<file path="src/rtl/boss_proj_scheduler_if.sv">
// boss_proj_scheduler_if
// Groups the projectile scheduler's request, collision, read-port and status
// signals into one bundle.
//   master modport: drives tick, spawn request, geometry, rd_idx; observes status.
//   slave modport : the scheduler side (inputs/outputs mirrored).
// Signals:
//   pulse_stepCycle       movement tick
//   spawn_req/spawn_mask  spawn event and per-request qualifiers
//   req0X..req4X/req0Y..req4Y  spawn coordinates
//   projW/projH, plyX/plyY/plyW/plyH  collision geometry
//   rd_idx -> rd_x/rd_y/rd_valid      slot read port (1-cycle latency)
//   busy, spawn_drop, playerHit, active_count  status
interface boss_proj_scheduler_if #(
  parameter int NSLOT = 8
);
  localparam int IW = $clog2(NSLOT);

  logic          pulse_stepCycle;
  logic          spawn_req;
  logic [4:0]    spawn_mask;
  logic [9:0]    req0X, req1X, req2X, req3X, req4X;
  logic [8:0]    req0Y, req1Y, req2Y, req3Y, req4Y;
  logic [9:0]    projW;
  logic [8:0]    projH;
  logic [9:0]    plyX;
  logic [8:0]    plyY;
  logic [9:0]    plyW;
  logic [8:0]    plyH;
  logic [IW-1:0] rd_idx;
  logic [9:0]    rd_x;
  logic [8:0]    rd_y;
  logic          rd_valid;
  logic          busy;
  logic          spawn_drop;
  logic          playerHit;
  logic [IW:0]   active_count;

  modport master (
    output pulse_stepCycle, spawn_req, spawn_mask,
    output req0X, req1X, req2X, req3X, req4X,
    output req0Y, req1Y, req2Y, req3Y, req4Y,
    output projW, projH, plyX, plyY, plyW, plyH, rd_idx,
    input  rd_x, rd_y, rd_valid, busy, spawn_drop, playerHit, active_count
  );

  modport slave (
    input  pulse_stepCycle, spawn_req, spawn_mask,
    input  req0X, req1X, req2X, req3X, req4X,
    input  req0Y, req1Y, req2Y, req3Y, req4Y,
    input  projW, projH, plyX, plyY, plyW, plyH, rd_idx,
    output rd_x, rd_y, rd_valid, busy, spawn_drop, playerHit, active_count
  );
endinterface

</file>
<file path="src/rtl/boss_proj_scheduler.sv">
// boss_proj_scheduler
// Holds NSLOT falling projectiles. A spawn event latches up to five requests
// and the ALLOC state places one masked request per cycle into the
// lowest-index free slot. Each movement tick advances every live projectile by
// SPEED and retires those reaching SCREEN_H.
// Optional feature: define BOSS_PROJ_COLLIDE_EN to clear projectiles that
// overlap the player box on a tick and pulse playerHit.
// Ports:
//   clk_master  clock (rising edge)
//   rst         synchronous active-high reset
//   bus         boss_proj_scheduler_if.slave (tick, spawn, geometry, read port,
//               busy, spawn_drop, playerHit, active_count)
// spawn_drop and playerHit are registered: they pulse in the cycle after the
// event that caused them.
module boss_proj_scheduler #(
  parameter int NSLOT    = 8,
  parameter int SPEED    = 4,
  parameter int SCREEN_H = 480
) (
  input logic clk_master,
  input logic rst,
  boss_proj_scheduler_if.slave bus
);
  localparam int IW = $clog2(NSLOT);
  localparam int CW = IW + 1;

  typedef enum logic {IDLE, ALLOC} state_t;

  state_t           state;
  logic [NSLOT-1:0] slot_valid;
  logic [9:0]       slot_x [NSLOT];
  logic [8:0]       slot_y [NSLOT];

  logic [4:0]       lat_mask;
  logic [9:0]       lat_x [5];
  logic [8:0]       lat_y [5];

  logic [9:0]       req_x [5];
  logic [8:0]       req_y [5];
  logic [2:0]       cur_idx;
  logic [4:0]       cur_onehot;
  logic             free_found;
  logic [IW-1:0]    free_idx;
  logic [NSLOT-1:0] hit;

  function automatic logic [9:0] step_y(input logic [8:0] y);
    return {1'b0, y} + 10'(SPEED);
  endfunction

  function automatic logic [CW-1:0] popcnt(input logic [NSLOT-1:0] v);
    logic [CW-1:0] c;
    c = '0;
    for (int i = 0; i < NSLOT; i++) c = c + CW'(v[i]);
    return c;
  endfunction

  always_comb begin
    req_x[0] = bus.req0X; req_x[1] = bus.req1X; req_x[2] = bus.req2X;
    req_x[3] = bus.req3X; req_x[4] = bus.req4X;
    req_y[0] = bus.req0Y; req_y[1] = bus.req1Y; req_y[2] = bus.req2Y;
    req_y[3] = bus.req3Y; req_y[4] = bus.req4Y;
  end

  // Lowest pending request is the one served this ALLOC cycle.
  always_comb begin
    cur_idx = 3'd0;
    for (int i = 4; i >= 0; i--) if (lat_mask[i]) cur_idx = 3'(i);
    cur_onehot = 5'b00001 << cur_idx;
  end

  // Free-slot search uses the registered valid bits, so a slot retired by a
  // tick in this same cycle is only offered from the next cycle on.
  always_comb begin
    free_found = 1'b0;
    free_idx   = '0;
    for (int i = NSLOT - 1; i >= 0; i--) begin
      if (!slot_valid[i]) begin
        free_found = 1'b1;
        free_idx   = IW'(i);
      end
    end
  end

`ifdef BOSS_PROJ_COLLIDE_EN
  // Pre-move box overlap, strict on every edge.
  always_comb begin
    for (int i = 0; i < NSLOT; i++) begin
      hit[i] = slot_valid[i]
               && ({1'b0, slot_x[i]} < {1'b0, bus.plyX} + {1'b0, bus.plyW})
               && ({1'b0, slot_x[i]} + {1'b0, bus.projW} > {1'b0, bus.plyX})
               && ({1'b0, slot_y[i]} < {1'b0, bus.plyY} + {1'b0, bus.plyH})
               && ({1'b0, slot_y[i]} + {1'b0, bus.projH} > {1'b0, bus.plyY});
    end
  end
`else
  assign hit = '0;
  logic unused_geom;
  assign unused_geom = ^{bus.projW, bus.projH, bus.plyX, bus.plyY, bus.plyW, bus.plyH};
`endif

  always_ff @(posedge clk_master) begin
    if (rst) begin
      state            <= IDLE;
      slot_valid       <= '0;
      lat_mask         <= '0;
      bus.busy         <= 1'b0;
      bus.spawn_drop   <= 1'b0;
      bus.playerHit    <= 1'b0;
      bus.active_count <= '0;
      bus.rd_x         <= '0;
      bus.rd_y         <= '0;
      bus.rd_valid     <= 1'b0;
      for (int i = 0; i < NSLOT; i++) begin
        slot_x[i] <= '0;
        slot_y[i] <= '0;
      end
      for (int r = 0; r < 5; r++) begin
        lat_x[r] <= '0;
        lat_y[r] <= '0;
      end
    end else begin
      bus.spawn_drop <= 1'b0;
      bus.playerHit  <= 1'b0;

      // Stage: movement / retirement / collision on tick
      if (bus.pulse_stepCycle) begin
        for (int i = 0; i < NSLOT; i++) begin
          if (slot_valid[i]) begin
            if (hit[i] || (step_y(slot_y[i]) >= 10'(SCREEN_H))) slot_valid[i] <= 1'b0;
            else slot_y[i] <= step_y(slot_y[i])[8:0];
          end
        end
        bus.playerHit <= |hit;
      end

      // Stage: allocation FSM (its slot write lands after the tick update,
      // so a freshly spawned slot keeps its spawn Y)
      case (state)
        IDLE: begin
          if (bus.spawn_req && (bus.spawn_mask != 5'd0)) begin
            state    <= ALLOC;
            bus.busy <= 1'b1;
            lat_mask <= bus.spawn_mask;
            for (int r = 0; r < 5; r++) begin
              lat_x[r] <= req_x[r];
              lat_y[r] <= req_y[r];
            end
          end
        end
        ALLOC: begin
          if (bus.spawn_req) bus.spawn_drop <= 1'b1;
          if (free_found) begin
            slot_valid[free_idx] <= 1'b1;
            slot_x[free_idx]     <= lat_x[cur_idx];
            slot_y[free_idx]     <= lat_y[cur_idx];
          end else begin
            bus.spawn_drop <= 1'b1;
          end
          lat_mask <= lat_mask & ~cur_onehot;
          if ((lat_mask & ~cur_onehot) == 5'd0) begin
            state    <= IDLE;
            bus.busy <= 1'b0;
          end
        end
        default: begin
          state    <= IDLE;
          bus.busy <= 1'b0;
        end
      endcase

      // Stage: registered status and read port
      bus.active_count <= popcnt(slot_valid);
      bus.rd_x         <= slot_x[bus.rd_idx];
      bus.rd_y         <= slot_y[bus.rd_idx];
      bus.rd_valid     <= slot_valid[bus.rd_idx];
    end
  end
endmodule
</file>
<file path="src/flat_wrapper.sv">
// flat-port wrapper written by rule: the top's interface ports become plain ports
module boss_proj_scheduler_flat 
#(
  parameter int NSLOT    = 8,
  parameter int SPEED    = 4,
  parameter int SCREEN_H = 480
)
  (clk_master, rst, bus_pulse_stepCycle, bus_spawn_req, bus_spawn_mask, bus_req0X, bus_req1X, bus_req2X, bus_req3X, bus_req4X, bus_req0Y, bus_req1Y, bus_req2Y, bus_req3Y, bus_req4Y, bus_projW, bus_projH, bus_plyX, bus_plyY, bus_plyW, bus_plyH, bus_rd_idx, bus_rd_x, bus_rd_y, bus_rd_valid, bus_busy, bus_spawn_drop, bus_playerHit, bus_active_count);
  boss_proj_scheduler_if #(.NSLOT(NSLOT)) bus_i ();
  input logic clk_master;
  input logic rst;
  input wire logic [$bits(bus_i.pulse_stepCycle)-1:0] bus_pulse_stepCycle;
  input wire logic [$bits(bus_i.spawn_req)-1:0] bus_spawn_req;
  input wire logic [$bits(bus_i.spawn_mask)-1:0] bus_spawn_mask;
  input wire logic [$bits(bus_i.req0X)-1:0] bus_req0X;
  input wire logic [$bits(bus_i.req1X)-1:0] bus_req1X;
  input wire logic [$bits(bus_i.req2X)-1:0] bus_req2X;
  input wire logic [$bits(bus_i.req3X)-1:0] bus_req3X;
  input wire logic [$bits(bus_i.req4X)-1:0] bus_req4X;
  input wire logic [$bits(bus_i.req0Y)-1:0] bus_req0Y;
  input wire logic [$bits(bus_i.req1Y)-1:0] bus_req1Y;
  input wire logic [$bits(bus_i.req2Y)-1:0] bus_req2Y;
  input wire logic [$bits(bus_i.req3Y)-1:0] bus_req3Y;
  input wire logic [$bits(bus_i.req4Y)-1:0] bus_req4Y;
  input wire logic [$bits(bus_i.projW)-1:0] bus_projW;
  input wire logic [$bits(bus_i.projH)-1:0] bus_projH;
  input wire logic [$bits(bus_i.plyX)-1:0] bus_plyX;
  input wire logic [$bits(bus_i.plyY)-1:0] bus_plyY;
  input wire logic [$bits(bus_i.plyW)-1:0] bus_plyW;
  input wire logic [$bits(bus_i.plyH)-1:0] bus_plyH;
  input wire logic [$bits(bus_i.rd_idx)-1:0] bus_rd_idx;
  output wire logic [$bits(bus_i.rd_x)-1:0] bus_rd_x;
  output wire logic [$bits(bus_i.rd_y)-1:0] bus_rd_y;
  output wire logic [$bits(bus_i.rd_valid)-1:0] bus_rd_valid;
  output wire logic [$bits(bus_i.busy)-1:0] bus_busy;
  output wire logic [$bits(bus_i.spawn_drop)-1:0] bus_spawn_drop;
  output wire logic [$bits(bus_i.playerHit)-1:0] bus_playerHit;
  output wire logic [$bits(bus_i.active_count)-1:0] bus_active_count;
  assign bus_i.pulse_stepCycle = bus_pulse_stepCycle;
  assign bus_i.spawn_req = bus_spawn_req;
  assign bus_i.spawn_mask = bus_spawn_mask;
  assign bus_i.req0X = bus_req0X;
  assign bus_i.req1X = bus_req1X;
  assign bus_i.req2X = bus_req2X;
  assign bus_i.req3X = bus_req3X;
  assign bus_i.req4X = bus_req4X;
  assign bus_i.req0Y = bus_req0Y;
  assign bus_i.req1Y = bus_req1Y;
  assign bus_i.req2Y = bus_req2Y;
  assign bus_i.req3Y = bus_req3Y;
  assign bus_i.req4Y = bus_req4Y;
  assign bus_i.projW = bus_projW;
  assign bus_i.projH = bus_projH;
  assign bus_i.plyX = bus_plyX;
  assign bus_i.plyY = bus_plyY;
  assign bus_i.plyW = bus_plyW;
  assign bus_i.plyH = bus_plyH;
  assign bus_i.rd_idx = bus_rd_idx;
  assign bus_rd_x = bus_i.rd_x;
  assign bus_rd_y = bus_i.rd_y;
  assign bus_rd_valid = bus_i.rd_valid;
  assign bus_busy = bus_i.busy;
  assign bus_spawn_drop = bus_i.spawn_drop;
  assign bus_playerHit = bus_i.playerHit;
  assign bus_active_count = bus_i.active_count;
  boss_proj_scheduler #(.NSLOT(NSLOT), .SPEED(SPEED), .SCREEN_H(SCREEN_H)) u_core (.clk_master(clk_master), .rst(rst), .bus(bus_i));
endmodule
</file>
<file path="config.mk">
export PLATFORM = sky130hd
export DESIGN_NAME = boss_proj_scheduler_flat
export DESIGN_NICKNAME = d
export VERILOG_FILES = /design/src/rtl/boss_proj_scheduler_if.sv /design/src/rtl/boss_proj_scheduler.sv /design/src/flat_wrapper.sv
export SDC_FILE = /design/constraint.sdc
export NUM_CORES = 1
export LEC_CHECK = 0
export CAP_MARGIN = 20
export CORE_ASPECT_RATIO = 1.5
export CORE_UTILIZATION = 50
export DETAILED_ROUTE_END_ITERATION = 7
export DONT_BUFFER_PORTS = 1
export PLACE_DENSITY = 0.73
export SLEW_MARGIN = 20
export SYNTH_ARGS = -nofsm -noshare
export SYNTH_HDL_FRONTEND = slang
export SYNTH_SLANG_ARGS = --single-unit
</file>
<file path="constraint.sdc">
create_clock -name clk_master -period 10.3 [get_ports clk_master]
set_clock_uncertainty 0.05 [all_clocks]
set_input_delay 3.09 -clock clk_master [delete_from_list [all_inputs] [get_ports clk_master]]
set_output_delay 3.09 -clock clk_master [all_outputs]
set_load 0.02 [all_outputs]
</file>
==> results <==
- IR analysis of the VDD net gives a maximum drop of 139 uV.
- The synthesized netlist occupies a cell area of 14100 um2.
- The data required time at the worst endpoint is 10.55 ns.
- The die span in x is 139 um.
- The placer congestion estimate is 0.873.
- In this run, synthesis produced a sequential element count of 287.
- The die covers 29000 um2.
- The via count of the first global-routing pass is 8774.
- Setup repair after global routing left no endpoint under its margin.
- Traced cell by cell, the critical path runs through inv_1 -> nand2_1 -> a31o_2.
- By area the synthesized netlist is led by edfxtp_1, mux4_2, dfxtp_1.
- The sink count of the clock tree is 287.
- For this design the static power due to leakage is 5.32 nW.
- The half-perimeter wire length after detailed placement is 20.6 mm.
- In this run, post-CTS hold repair placed 0 buffers.
- The tightest min-delay check is of the flop to flop type.
- The number of optimization iterations in the first detailed-route pass is 6.
- The synthesis warning total is 0.
- The net count of the finished layout is 1305.
- Global routing finished with a remaining overflow of 0.
- Across the run, the number of max-cap violations was 0.
- The floorplan die height is 208 um.
- In this run the most used layer during global routing was met2.
- In the synthesized netlist the async set-or-reset flop fraction comes to 0%.
- At the later pin of the worst-skew pair, clock insertion delay measures 0.57 ns.
- The row count is 75.
- The routing usage on met3 is 2.97%.
- The global-route wire length before repair is 48.0 mm.
- Input and output buffers added on the ports amount to 0.
- The final-report hold violation count was 0.
- The signed area change from the synthesized netlist to the final layout is 7.50%.
- Entering global routing, the biggest net connects 97 pins.
- The area inside the core boundary is 27900 um2.
- The share of the clock period used by the worst path is 43.3%.
- The core occupancy in the finished layout is 54.5%.
- Once the floorplan was initialized, standard cells occupied 50.7% of the core.
- The number of antenna violations at the first check in global routing is 1.
- STA classifies the critical path endpoint as a flop.
- The startpoint of the lowest-slack register-to-register path is u_core.lat_mask[2]$_SDFFE_PP0P_.
- The library cell with the largest summed area after synthesis is edfxtp_1.
- The met2 layer usage reported by global route is 37.5%.
- In this run the mean area of a mapped cell was 12.3 um2.
- Using the TritonRoute via totals, the vias-per-cell ratio works out to 6.14.
- The shortest period the worst path allows is 4.46 ns.
- The count of nets left with antenna violations once routing finished came out at 0.
- The predominant post-synthesis flop cell is edfxtp_1.
- The cell at the root of the clock tree is clkbuf_16.
- The flow ran to the end, and the final reports show no timing, DRC or antenna violations.
- Gates resized during post-CTS repair numbered 0.
- The standard cell with the maximum stage delay on the critical path is nand2_1.
- The worst slew margin relative to its limit is 29.4%.
- The I/O pin count is 191.
- Counting the fill cells in the layout gives 2259.
- Buffers inserted during clock tree synthesis total 28.
- The number of nets handed over by synthesis was 1336.
- The gate count of the mapped netlist is 1149.
- The hold path startpoint is u_core.lat_mask[4]$_SDFFE_PP0P_.
- The signal arrival time at the worst endpoint is 4.71 ns.
- CTS built an H-tree with a depth of 1.
- The number of max-slew violations in the final report is 0.
- The largest fanout on the critical path is 47.
- Dividing the detail-routed wire length by the instance count gives 20.6 um.
- The synthesized design contains 247 enable-type register cells.
- The top cell types in the final layout, fill and taps aside, are edfxtp_1, nor2_1, and2_1.
- The library cell used most frequently in the layout, excluding fill and tap cells, is edfxtp_1.
- Timing would allow up to 0.224 GHz.
- The global routing met1 resource utilization is 26.6%.
- For this run, the total global-route usage over all layers was measured as 21.3%.
- The critical path's largest stage delay is 0.58 ns.
- The critical path is of the primary input to flop type.
- The residual DRC count is 0.
- Together, buffers and inverters on the worst path number 1.
- The count of final setup violators is 0.
- The post-route netlist has 11.5% of its cells at a drive strength greater than 1.
- Counting along the longest clock path gives a buffer depth of 3.
- The final route contains 9118 vias.
- For the pin with the worst max-slew slack, the measured transition is 1.06 ns.
- In this run, distinct cell masters in the synthesized netlist total 70.
- The total power divided by cell area is 169 nW/um2.
- The number of buffers inserted to repair setup after CTS is 0.
- The total routed wirelength is 30.6 mm.
- The portion of synthesized cell area occupied by the leading cell type is 52.5%.
- In the final timing run, aggregate negative setup slack is 0 ns.
- The post-CTS clock slew at the launch and capture registers of the worst setup and hold paths is 0.06 ns.
- The share of synthesized area occupied by flip-flops and latches is 58.1%.
- Broken down by cell family, the worst path's largest delay share belongs to simple AND/OR/NAND/NOR gates.
- The worst setup path is launched from a primary input.
- TritonCTS built the clock tree.
- The initial DRC count is 928.
- The first element of the critical path is rst.
==> routing by layer <==
metal,routed length [um],part of all wire (%)
met5,0,0
met4,874,2.9
met3,2030,6.6
met2,15800,52
met1,11900,39
==> cell usage after synthesis (10+ instances only) <==
master    count
a21oi_1      26
a221oi_1     17
and2_1       99
buf_2        17
clkbuf_1     42
dfxtp_1      40
edfxtp_1    247
ha_1         19
inv_1        23
mux2i_1      22
mux4_2       39
nand2_1      57
nand3_1      33
nor2_1      149
nor2b_1      24
nor3_1       12
o21ai_0      42
o21ai_2      12
o22ai_1      43
o311ai_1     10
o32ai_1      14
xnor2_1      16
xor2_1       19
==> where the power goes <==
group          internal [W]  switching, W  leakage (nW)
logic             0.0000866      0.000142          1.98
clock network      0.000505      0.000442         0.407
registers           0.00134     0.0000541          2.93
total               0.00193      0.000639          5.32
==> stage by stage <==
stage | setup slack, ns | cells | power (W) | cell area (um2) | hold slack [ns]
detailed placement | 5.31 | 1434 | 0.00165 | 14300 | 0.491
global route | 5.74 | 1486 | 0.00266 | 15200 | 0.525
global placement | 5.30 | 1434 | 0.00164 | 14300 | 0.463
finish | 5.84 | 1486 | 0.00257 | 15200 | 0.496
CTS | 5.89 | 1485 | 0.00259 | 15200 | 0.498
floorplan | 2.20 | 1149 | 0.00159 | 14100 | 0.435
==> cell type report <==
type	instances	area, um2	area share, %
tap	346	433	2.85
clock inverter	19	138	0.906
timing repair buffer	12	93.8	0.617
sequential	287	8220	54.1
multi-input combinational	765	5510	36.2
clock buffer	32	716	4.71
inverter	24	90.1	0.593
antenna	1	2.50	0.0165
==> final timing paths <==
check                                    end  slack (ns)  cells after the start
min reg2reg  u_core.lat_mask[4]$_SDFFE_PP0P_        0.50                      2
max reg2reg    u_core.slot_y[2][7]$_DFFE_PP_        6.89                      4
min          u_core.lat_mask[4]$_SDFFE_PP0P_        0.50                      2
max            u_core.slot_y[4][4]$_DFFE_PP_        5.84                      3
==> cells by family after synthesis <==
| family | count (synthesis) | synth area share (%) |
|---|---|---|
| simple gates | 404 | 14.2 |
| flops | 287 | 58.1 |
| compound gates | 234 | 11.6 |
| buf+inv | 97 | 3.13 |
| mux | 68 | 8.51 |
| xor+xnor | 35 | 2.17 |
| fa+ha+maj | 23 | 2.25 |
| other cells | 1 | 0.0265 |
==> registers in the layout (all words and copies together), names as in the netlist <==
name and flops:
u_core.bus.busy 1, u_core.state 1, u_core.lat_mask 5, u_core.bus.rd_x 10
u_core.bus.rd_y 9, u_core.bus.active_count 4, u_core.bus.spawn_drop 1, u_core.slot_valid 8
u_core.bus.rd_valid 1, u_core.lat_y 45, u_core.slot_y 72, u_core.lat_x 50
u_core.slot_x 80
==> worst min-delay path, stage by stage (launching register included) <==
cell and delay, ns:
dfxtp_1 0.35, o21ai_0 0.09, a21oi_1 0.07
No activity file was read; power rests on OpenSTA's default activity.
